**config.mk**
```make
export PLATFORM = sky130hd
export DESIGN_NAME = mem_port_arbiter_flat
export DESIGN_NICKNAME = d
export VERILOG_FILES = /design/src/rtl/mem_port_arbiter_if.sv /design/src/rtl/mem_port_arbiter.sv /design/src/flat_wrapper.sv
export SDC_FILE = /design/constraint.sdc
export NUM_CORES = 1
export LEC_CHECK = 0
export CAP_MARGIN = 20
export CORE_ASPECT_RATIO = 0.7
export CORE_MARGIN = 1
export CORE_UTILIZATION = 50
export CTS_CLUSTER_SIZE = 20
export DETAILED_ROUTE_END_ITERATION = 10
export DONT_BUFFER_PORTS = 1
export SYNTH_ARGS = -nofsm -noshare
export SYNTH_HDL_FRONTEND = slang
export SYNTH_SLANG_ARGS = --single-unit
```
**constraint.sdc**
```tcl
create_clock -name clk -period 2.1 [get_ports clk]
set_clock_uncertainty 0.05 [all_clocks]
set_input_delay 0.63 -clock clk [delete_from_list [all_inputs] [get_ports clk]]
set_output_delay 0.63 -clock clk [all_outputs]
set_load 0.005 [all_outputs]
```
**src/rtl/mem_port_arbiter_if.sv**
```systemverilog
// Bus bundle between the fetch port, the data port, the shared memory and
// the arbiter that sits in the middle of them.
//
// Signal groups
//   if_*      fetch port      : if_req/if_addr/if_flush in, if_rdata/if_ready out
//   dm_*      data port       : dm_req/dm_we/dm_addr/dm_wdata in, dm_rdata/dm_ready out
//   mem_*     memory side     : mem_req/we/addr/wdata out, mem_rdata/mem_ack in
//   stall_*   pipeline stalls : stall_if, stall_mem out
// Modports
//   master    the arbiter (drives memory requests, ready pulses and stalls)
//   slave     the surrounding pipeline and memory model
interface mem_port_arbiter_if #(
    parameter int ADDR_W = 32,
    parameter int DATA_W = 32
);

    logic              if_req;
    logic [ADDR_W-1:0] if_addr;
    logic              if_flush;
    logic [DATA_W-1:0] if_rdata;
    logic              if_ready;

    logic              dm_req;
    logic              dm_we;
    logic [ADDR_W-1:0] dm_addr;
    logic [DATA_W-1:0] dm_wdata;
    logic [DATA_W-1:0] dm_rdata;
    logic              dm_ready;

    logic              mem_req;
    logic              mem_we;
    logic [ADDR_W-1:0] mem_addr;
    logic [DATA_W-1:0] mem_wdata;
    logic [DATA_W-1:0] mem_rdata;
    logic              mem_ack;

    logic              stall_if;
    logic              stall_mem;

    modport master (
        input  if_req,
        input  if_addr,
        input  if_flush,
        output if_rdata,
        output if_ready,
        input  dm_req,
        input  dm_we,
        input  dm_addr,
        input  dm_wdata,
        output dm_rdata,
        output dm_ready,
        output mem_req,
        output mem_we,
        output mem_addr,
        output mem_wdata,
        input  mem_rdata,
        input  mem_ack,
        output stall_if,
        output stall_mem
    );

    modport slave (
        output if_req,
        output if_addr,
        output if_flush,
        input  if_rdata,
        input  if_ready,
        output dm_req,
        output dm_we,
        output dm_addr,
        output dm_wdata,
        input  dm_rdata,
        input  dm_ready,
        input  mem_req,
        input  mem_we,
        input  mem_addr,
        input  mem_wdata,
        output mem_rdata,
        output mem_ack,
        input  stall_if,
        input  stall_mem
    );

endinterface

```
**src/rtl/mem_port_arbiter.sv**
```systemverilog
// Arbiter sharing one single-ported memory between instruction fetch and
// data access; one access outstanding, data first then strict alternation.
//
// Ports
//   clk    rising-edge clock
//   rst_n  asynchronous active-low reset
//   bus    mem_port_arbiter_if.master: fetch port, data port, memory
//          req/ack side, and the stall_if / stall_mem pipeline terms
module mem_port_arbiter #(
    parameter int ADDR_W = 32,
    parameter int DATA_W = 32
) (
    input  logic                clk,
    input  logic                rst_n,
    mem_port_arbiter_if.master  bus
);

    typedef enum logic [1:0] {
        IDLE,
        BUSY_IF,
        BUSY_DM,
        RESP
    } state_e;

    state_e            state_q,     state_d;
    logic              last_dm_q,   last_dm_d;
    logic              discard_q,   discard_d;
    logic              mem_req_q,   mem_req_d;
    logic              mem_we_q,    mem_we_d;
    logic [ADDR_W-1:0] mem_addr_q,  mem_addr_d;
    logic [DATA_W-1:0] mem_wdata_q, mem_wdata_d;
    logic [DATA_W-1:0] if_rdata_q,  if_rdata_d;
    logic [DATA_W-1:0] dm_rdata_q,  dm_rdata_d;
    logic              if_ready_q,  if_ready_d;
    logic              dm_ready_q,  dm_ready_d;

    logic              if_valid;
    logic              grant_dm;
    logic              ack;

    // A fetch being redirected this cycle is not worth starting.
    assign if_valid = bus.if_req & ~bus.if_flush;

    // Data wins unless the previous grant also went to data and a
    // fetch is waiting; this yields DM, IF, DM, IF under full load.
    assign grant_dm = bus.dm_req & ~(if_valid & last_dm_q);

    // Acks arriving with no request outstanding are dropped.
    assign ack = bus.mem_ack & mem_req_q;

    always_comb begin
        state_d     = state_q;
        last_dm_d   = last_dm_q;
        discard_d   = discard_q;
        mem_req_d   = mem_req_q;
        mem_we_d    = mem_we_q;
        mem_addr_d  = mem_addr_q;
        mem_wdata_d = mem_wdata_q;
        if_rdata_d  = if_rdata_q;
        dm_rdata_d  = dm_rdata_q;
        if_ready_d  = 1'b0;
        dm_ready_d  = 1'b0;

        unique case (state_q)
            IDLE: begin
                discard_d = 1'b0;
                if (bus.dm_req | if_valid) begin
                    mem_req_d = 1'b1;
                    last_dm_d = grant_dm;
                    if (grant_dm) begin
                        state_d     = BUSY_DM;
                        mem_we_d    = bus.dm_we;
                        mem_addr_d  = bus.dm_addr;
                        mem_wdata_d = bus.dm_wdata;
                    end else begin
                        state_d    = BUSY_IF;
                        mem_we_d   = 1'b0;
                        mem_addr_d = bus.if_addr;
                    end
                end
            end

            BUSY_IF: begin
                if (bus.if_flush) begin
                    discard_d = 1'b1;
                end
                // The read cannot be cancelled; a flushed fetch still
                // runs to its ack but its result is thrown away.
                if (ack) begin
                    mem_req_d = 1'b0;
                    state_d   = RESP;
                    if (!discard_q && !bus.if_flush) begin
                        if_ready_d = 1'b1;
                        if_rdata_d = bus.mem_rdata;
                    end
                end
            end

            BUSY_DM: begin
                if (ack) begin
                    mem_req_d  = 1'b0;
                    state_d    = RESP;
                    dm_ready_d = 1'b1;
                    if (!mem_we_q) begin
                        dm_rdata_d = bus.mem_rdata;
                    end
                end
            end

            RESP: begin
                // No arbitration here so the finishing port can drop req.
                state_d   = IDLE;
                discard_d = 1'b0;
            end

            default: begin
                state_d = IDLE;
            end
        endcase
    end

    always_ff @(posedge clk or negedge rst_n) begin
        if (!rst_n) begin
            state_q     <= IDLE;
            last_dm_q   <= 1'b0;
            discard_q   <= 1'b0;
            mem_req_q   <= 1'b0;
            mem_we_q    <= 1'b0;
            mem_addr_q  <= '0;
            mem_wdata_q <= '0;
            if_rdata_q  <= '0;
            dm_rdata_q  <= '0;
            if_ready_q  <= 1'b0;
            dm_ready_q  <= 1'b0;
        end else begin
            state_q     <= state_d;
            last_dm_q   <= last_dm_d;
            discard_q   <= discard_d;
            mem_req_q   <= mem_req_d;
            mem_we_q    <= mem_we_d;
            mem_addr_q  <= mem_addr_d;
            mem_wdata_q <= mem_wdata_d;
            if_rdata_q  <= if_rdata_d;
            dm_rdata_q  <= dm_rdata_d;
            if_ready_q  <= if_ready_d;
            dm_ready_q  <= dm_ready_d;
        end
    end

    assign bus.mem_req   = mem_req_q;
    assign bus.mem_we    = mem_we_q;
    assign bus.mem_addr  = mem_addr_q;
    assign bus.mem_wdata = mem_wdata_q;
    assign bus.if_rdata  = if_rdata_q;
    assign bus.if_ready  = if_ready_q;
    assign bus.dm_rdata  = dm_rdata_q;
    assign bus.dm_ready  = dm_ready_q;

    // Combinational so the pipeline freezes in the same cycle it asks.
    assign bus.stall_if  = bus.if_req & ~if_ready_q & ~bus.if_flush;
    assign bus.stall_mem = bus.dm_req & ~dm_ready_q;

endmodule
```
**src/flat_wrapper.sv**
```systemverilog
// flat-port wrapper written by rule: the top's interface ports become plain ports
module mem_port_arbiter_flat 
#(
    parameter int ADDR_W = 32,
    parameter int DATA_W = 32
)
  (clk, rst_n, bus_if_req, bus_if_addr, bus_if_flush, bus_if_rdata, bus_if_ready, bus_dm_req, bus_dm_we, bus_dm_addr, bus_dm_wdata, bus_dm_rdata, bus_dm_ready, bus_mem_req, bus_mem_we, bus_mem_addr, bus_mem_wdata, bus_mem_rdata, bus_mem_ack, bus_stall_if, bus_stall_mem);
  mem_port_arbiter_if #(.ADDR_W(ADDR_W), .DATA_W(DATA_W)) bus_i ();
  input  logic clk;
  input  logic rst_n;
  input wire logic [$bits(bus_i.if_req)-1:0] bus_if_req;
  input wire logic [$bits(bus_i.if_addr)-1:0] bus_if_addr;
  input wire logic [$bits(bus_i.if_flush)-1:0] bus_if_flush;
  output wire logic [$bits(bus_i.if_rdata)-1:0] bus_if_rdata;
  output wire logic [$bits(bus_i.if_ready)-1:0] bus_if_ready;
  input wire logic [$bits(bus_i.dm_req)-1:0] bus_dm_req;
  input wire logic [$bits(bus_i.dm_we)-1:0] bus_dm_we;
  input wire logic [$bits(bus_i.dm_addr)-1:0] bus_dm_addr;
  input wire logic [$bits(bus_i.dm_wdata)-1:0] bus_dm_wdata;
  output wire logic [$bits(bus_i.dm_rdata)-1:0] bus_dm_rdata;
  output wire logic [$bits(bus_i.dm_ready)-1:0] bus_dm_ready;
  output wire logic [$bits(bus_i.mem_req)-1:0] bus_mem_req;
  output wire logic [$bits(bus_i.mem_we)-1:0] bus_mem_we;
  output wire logic [$bits(bus_i.mem_addr)-1:0] bus_mem_addr;
  output wire logic [$bits(bus_i.mem_wdata)-1:0] bus_mem_wdata;
  input wire logic [$bits(bus_i.mem_rdata)-1:0] bus_mem_rdata;
  input wire logic [$bits(bus_i.mem_ack)-1:0] bus_mem_ack;
  output wire logic [$bits(bus_i.stall_if)-1:0] bus_stall_if;
  output wire logic [$bits(bus_i.stall_mem)-1:0] bus_stall_mem;
  assign bus_i.if_req = bus_if_req;
  assign bus_i.if_addr = bus_if_addr;
  assign bus_i.if_flush = bus_if_flush;
  assign bus_if_rdata = bus_i.if_rdata;
  assign bus_if_ready = bus_i.if_ready;
  assign bus_i.dm_req = bus_dm_req;
  assign bus_i.dm_we = bus_dm_we;
  assign bus_i.dm_addr = bus_dm_addr;
  assign bus_i.dm_wdata = bus_dm_wdata;
  assign bus_dm_rdata = bus_i.dm_rdata;
  assign bus_dm_ready = bus_i.dm_ready;
  assign bus_mem_req = bus_i.mem_req;
  assign bus_mem_we = bus_i.mem_we;
  assign bus_mem_addr = bus_i.mem_addr;
  assign bus_mem_wdata = bus_i.mem_wdata;
  assign bus_i.mem_rdata = bus_mem_rdata;
  assign bus_i.mem_ack = bus_mem_ack;
  assign bus_stall_if = bus_i.stall_if;
  assign bus_stall_mem = bus_i.stall_mem;
  mem_port_arbiter #(.ADDR_W(ADDR_W), .DATA_W(DATA_W)) u_core (.clk(clk), .rst_n(rst_n), .bus(bus_i));
endmodule
```
==> impl_results.md <==
- Simple-gate share of the synthesized area: under 10%
- Cell count after placement: ~600
- Yosys reg bits: ~140
- Synth Area in XOR/XNOR: 0%
- Worst-margin pin slew: about 0.45 ns
- Via/cell ratio: between 5 and 6
- Dominant cells by area after synthesis: dfrtp_1 (57%), mux2_2 (17%), o221a_2 (6.0%)
- Dpl cell area: just over 6000 um^2
- CTS tree: done
- Synth area leader: dfrtp_1
- Worst EP required: 2.36 ns
- Peak Freq: approximately 0.53 GHz
- DR pass1 iterations: 4
- Critical path type: reg2reg
- Row Count: 33
- Seq/Total Area, Yosys: 56.63%
- Met1 WL: approximately 5400 um
- Antenna Cells: 0
- Vias in the first global route: around 4k
- Clk sink count: 136
- Most frequent cell after synthesis: dfrtp_1
- Arrival time worst endpoint: between 2 and 2.5 ns
- GR Overflow Total: 0
- Compound-Gate Fraction of Synth Area: 14.22%
- Total GRT Usage: between 20% and 30%
- Total wire length: roughly 13000 um
- Post-synth EDFFs: 0
- CTS resizes: 0
- Leak: 2.994 nW
- Starting density of the core: about half
- Cells after Synth: between 400 and 500
- Final setup TNS: 0 ns
- Final std cells w/o fill: approximately 630
- CTS HTree Levels: 4
- Chip Width: 133.0 um
- IO Port Bufs: 0
- Fin. Hold Viols: 136
- Detail Placement HPWL: roughly 9000 um
- Synth top cells by count: dfrtp_1 (136), mux2_2 (92), inv_1 (37)
- VDD IR max: about 0.00081 V
- Post-route cell area: approximately 6700 um^2
- Outcome: finished, violations left
- Fin crit period: around 1.9 ns
- DIE HEIGHT: between 90 and 100 um
- Max-cap violation count: 0
- Synth Area in Adders: 1.041%
- DR vias: around 3.8k
- Highest metal used: met4
- Netlist Area Pre-Place: approximately 6000 um^2
- WL met2: between 6000 and 7000 um
- Total CTS buffers: 17
- Unique masters post-synth: 33
- Final GP Congestion: 0.7996
- Crit. End Element: register
- Syn_nets: a little over 600
- Mux cell area share after synthesis: 17.99%
- Failing checks: negative hold slack
- Main combinational cell family by area after synthesis: multiplexers
- Main synth FF type: dfrtp_1
- YS warnings: 0
- Synth top area share: between 50% and 60%
- Fin crit share: around nine tenths
- RSZ-0062 raised after global routing: false
- Clk Latency, worst-skew pair: 0.40 ns
- Register clock-pin slew on the reported worst setup and hold paths: approximately 0.06 ns
- Fin util: around 57%
- Area growth syn-to-layout: 11.49%
- Slew Limit Headroom: about 70%
- Mean post-synth cell area: 12.73 um^2
- Clock Root Buffer: clkbuf_16
- Async SR Flop Fraction: 100.0%
- Final setup vio count: 0
- Post-CTS Setup Bufs: 0
- Post-detailed-route count of antenna-violating nets: 0
- PwrDens: between 1500 and 2000 nW/um^2
- Clk buf depth: 2
- Hold WS: -0.1354 ns
- Fraction of layout cells with a size suffix above 1: 36.08%
- 1st-iter DRT viols: 268
- Die Area: 12470 um^2
- Met3 wire len: around 1400 um
- Crit-path max FO: 34
- Hold Crit Class: in2async
- WL per Instance: 21.35 um
- Initial antenna violation count: 0
- Remaining DRCs: 0
- Worst setup SP type: register
- First-pass GRT wire length: 21010 um
- Fin. max-slew vios: 0
- Fin nets: about 600
- Ports: about 270
- Area of the core: between 10000 and 15000 um^2
- Largest net degree at the start of global routing: 137
-- flip-flops by register name, summed over array words and instances, names as in the netlist --
register	cells
u_core.bus.if_rdata	32
u_core.bus.mem_req	1
u_core.bus.if_ready	1
u_core.discard_q	1
u_core.bus.mem_addr	32
u_core.bus.mem_wdata	32
u_core.last_dm_q	1
u_core.state_q	2
u_core.bus.dm_ready	1
u_core.bus.dm_rdata	32
u_core.bus.mem_we	1
-- layer usage --
| layer | vias to the layer above | track usage, % |
|---|---|---|
| met5 | - | 0 |
| met4 | 0 | 8.716 |
| met3 | 18 | 8.900 |
| met2 | 178 | 34.73 |
| met1 | 1880 | 27.33 |
| li1 | 1678 | - |
-- worst max-delay path, stage by stage (launching register included) --
cell and delay, ns:
dfrtp_1 0.42, inv_1 0.13, ha_1 0.18, buf_4 0.34
o21ai_2 0.23, buf_12 0.22, a22oi_1 0.20
-- report_power, final --
group          switching, W  internal, W
clock               0.00122      0.00156
sequential          0.00107      0.00394
combinational       0.00108      0.00153
-- cell type report --
class / count / area (um^2)
multi-input combinational: 259 / 2256
sequential: 136 / 3403
timing repair buffer: 9 / 142.6
clock inverter: 15 / 133.9
tap: 157 / 196.4
clock buffer: 17 / 425.4
inverter: 38 / 142.6
fill: 974 / 5026
-- placed cells by master, fill, tap and decap left out, drive strengths merged, types with 3 or more instances in the layout --
cell | synthesis | layout
clkbuf | 22 | 17
nand2 | 33 | 33
nor2b | 3 | 3
mux2 | 96 | 96
clkinv | 0 | 5
a22oi | 33 | 33
o21ai | 34 | 34
o221a | 32 | 32
nand2b | 3 | 3
dfrtp | 136 | 136
buf | 17 | 9
ha | 5 | 5
inv | 38 | 46
-- logic make-up after synthesis --
kind of cell / count (synthesis)
DFF: 136
buffers and inverters: 77
muxes: 96
AOI/OAI and AO/OA: 109
and+or+nand+nor: 49
adders and majority gates: 5
-- worst paths after layout --
path	start	endpoint	slack, ns	depth (start not counted)
worst max-delay path	u_core.state_q[1]	u_core.bus.mem_addr[23]	0.21	6
worst min-delay path	rst_n	u_core.bus.if_rdata[20]	-0.14	0
worst max register to register	u_core.state_q[1]	u_core.bus.mem_addr[23]	0.21	6
worst min register to register	u_core.last_dm_q	u_core.last_dm_q	0.46	1
max in group asynchronous	rst_n	u_core.bus.mem_wdata[17]	1.91	0
min in group clk	bus_dm_wdata[25]	u_core.bus.mem_wdata[25]	0.30	1
-- per-stage QoR --
stage	total power, W	hold slack, ns	setup slack, ns
CTS	0.01052	-0.1615	0.1996
global route	0.01105	-0.1669	0.07033
global placement	0.007558	0.2864	0.2308
detailed placement	0.007697	0.2862	0.2151
floorplan	0.006964	0.2844	0.1510
finish	0.01039	-0.1354	0.2066
No activity file was read; power rests on OpenSTA's default activity.
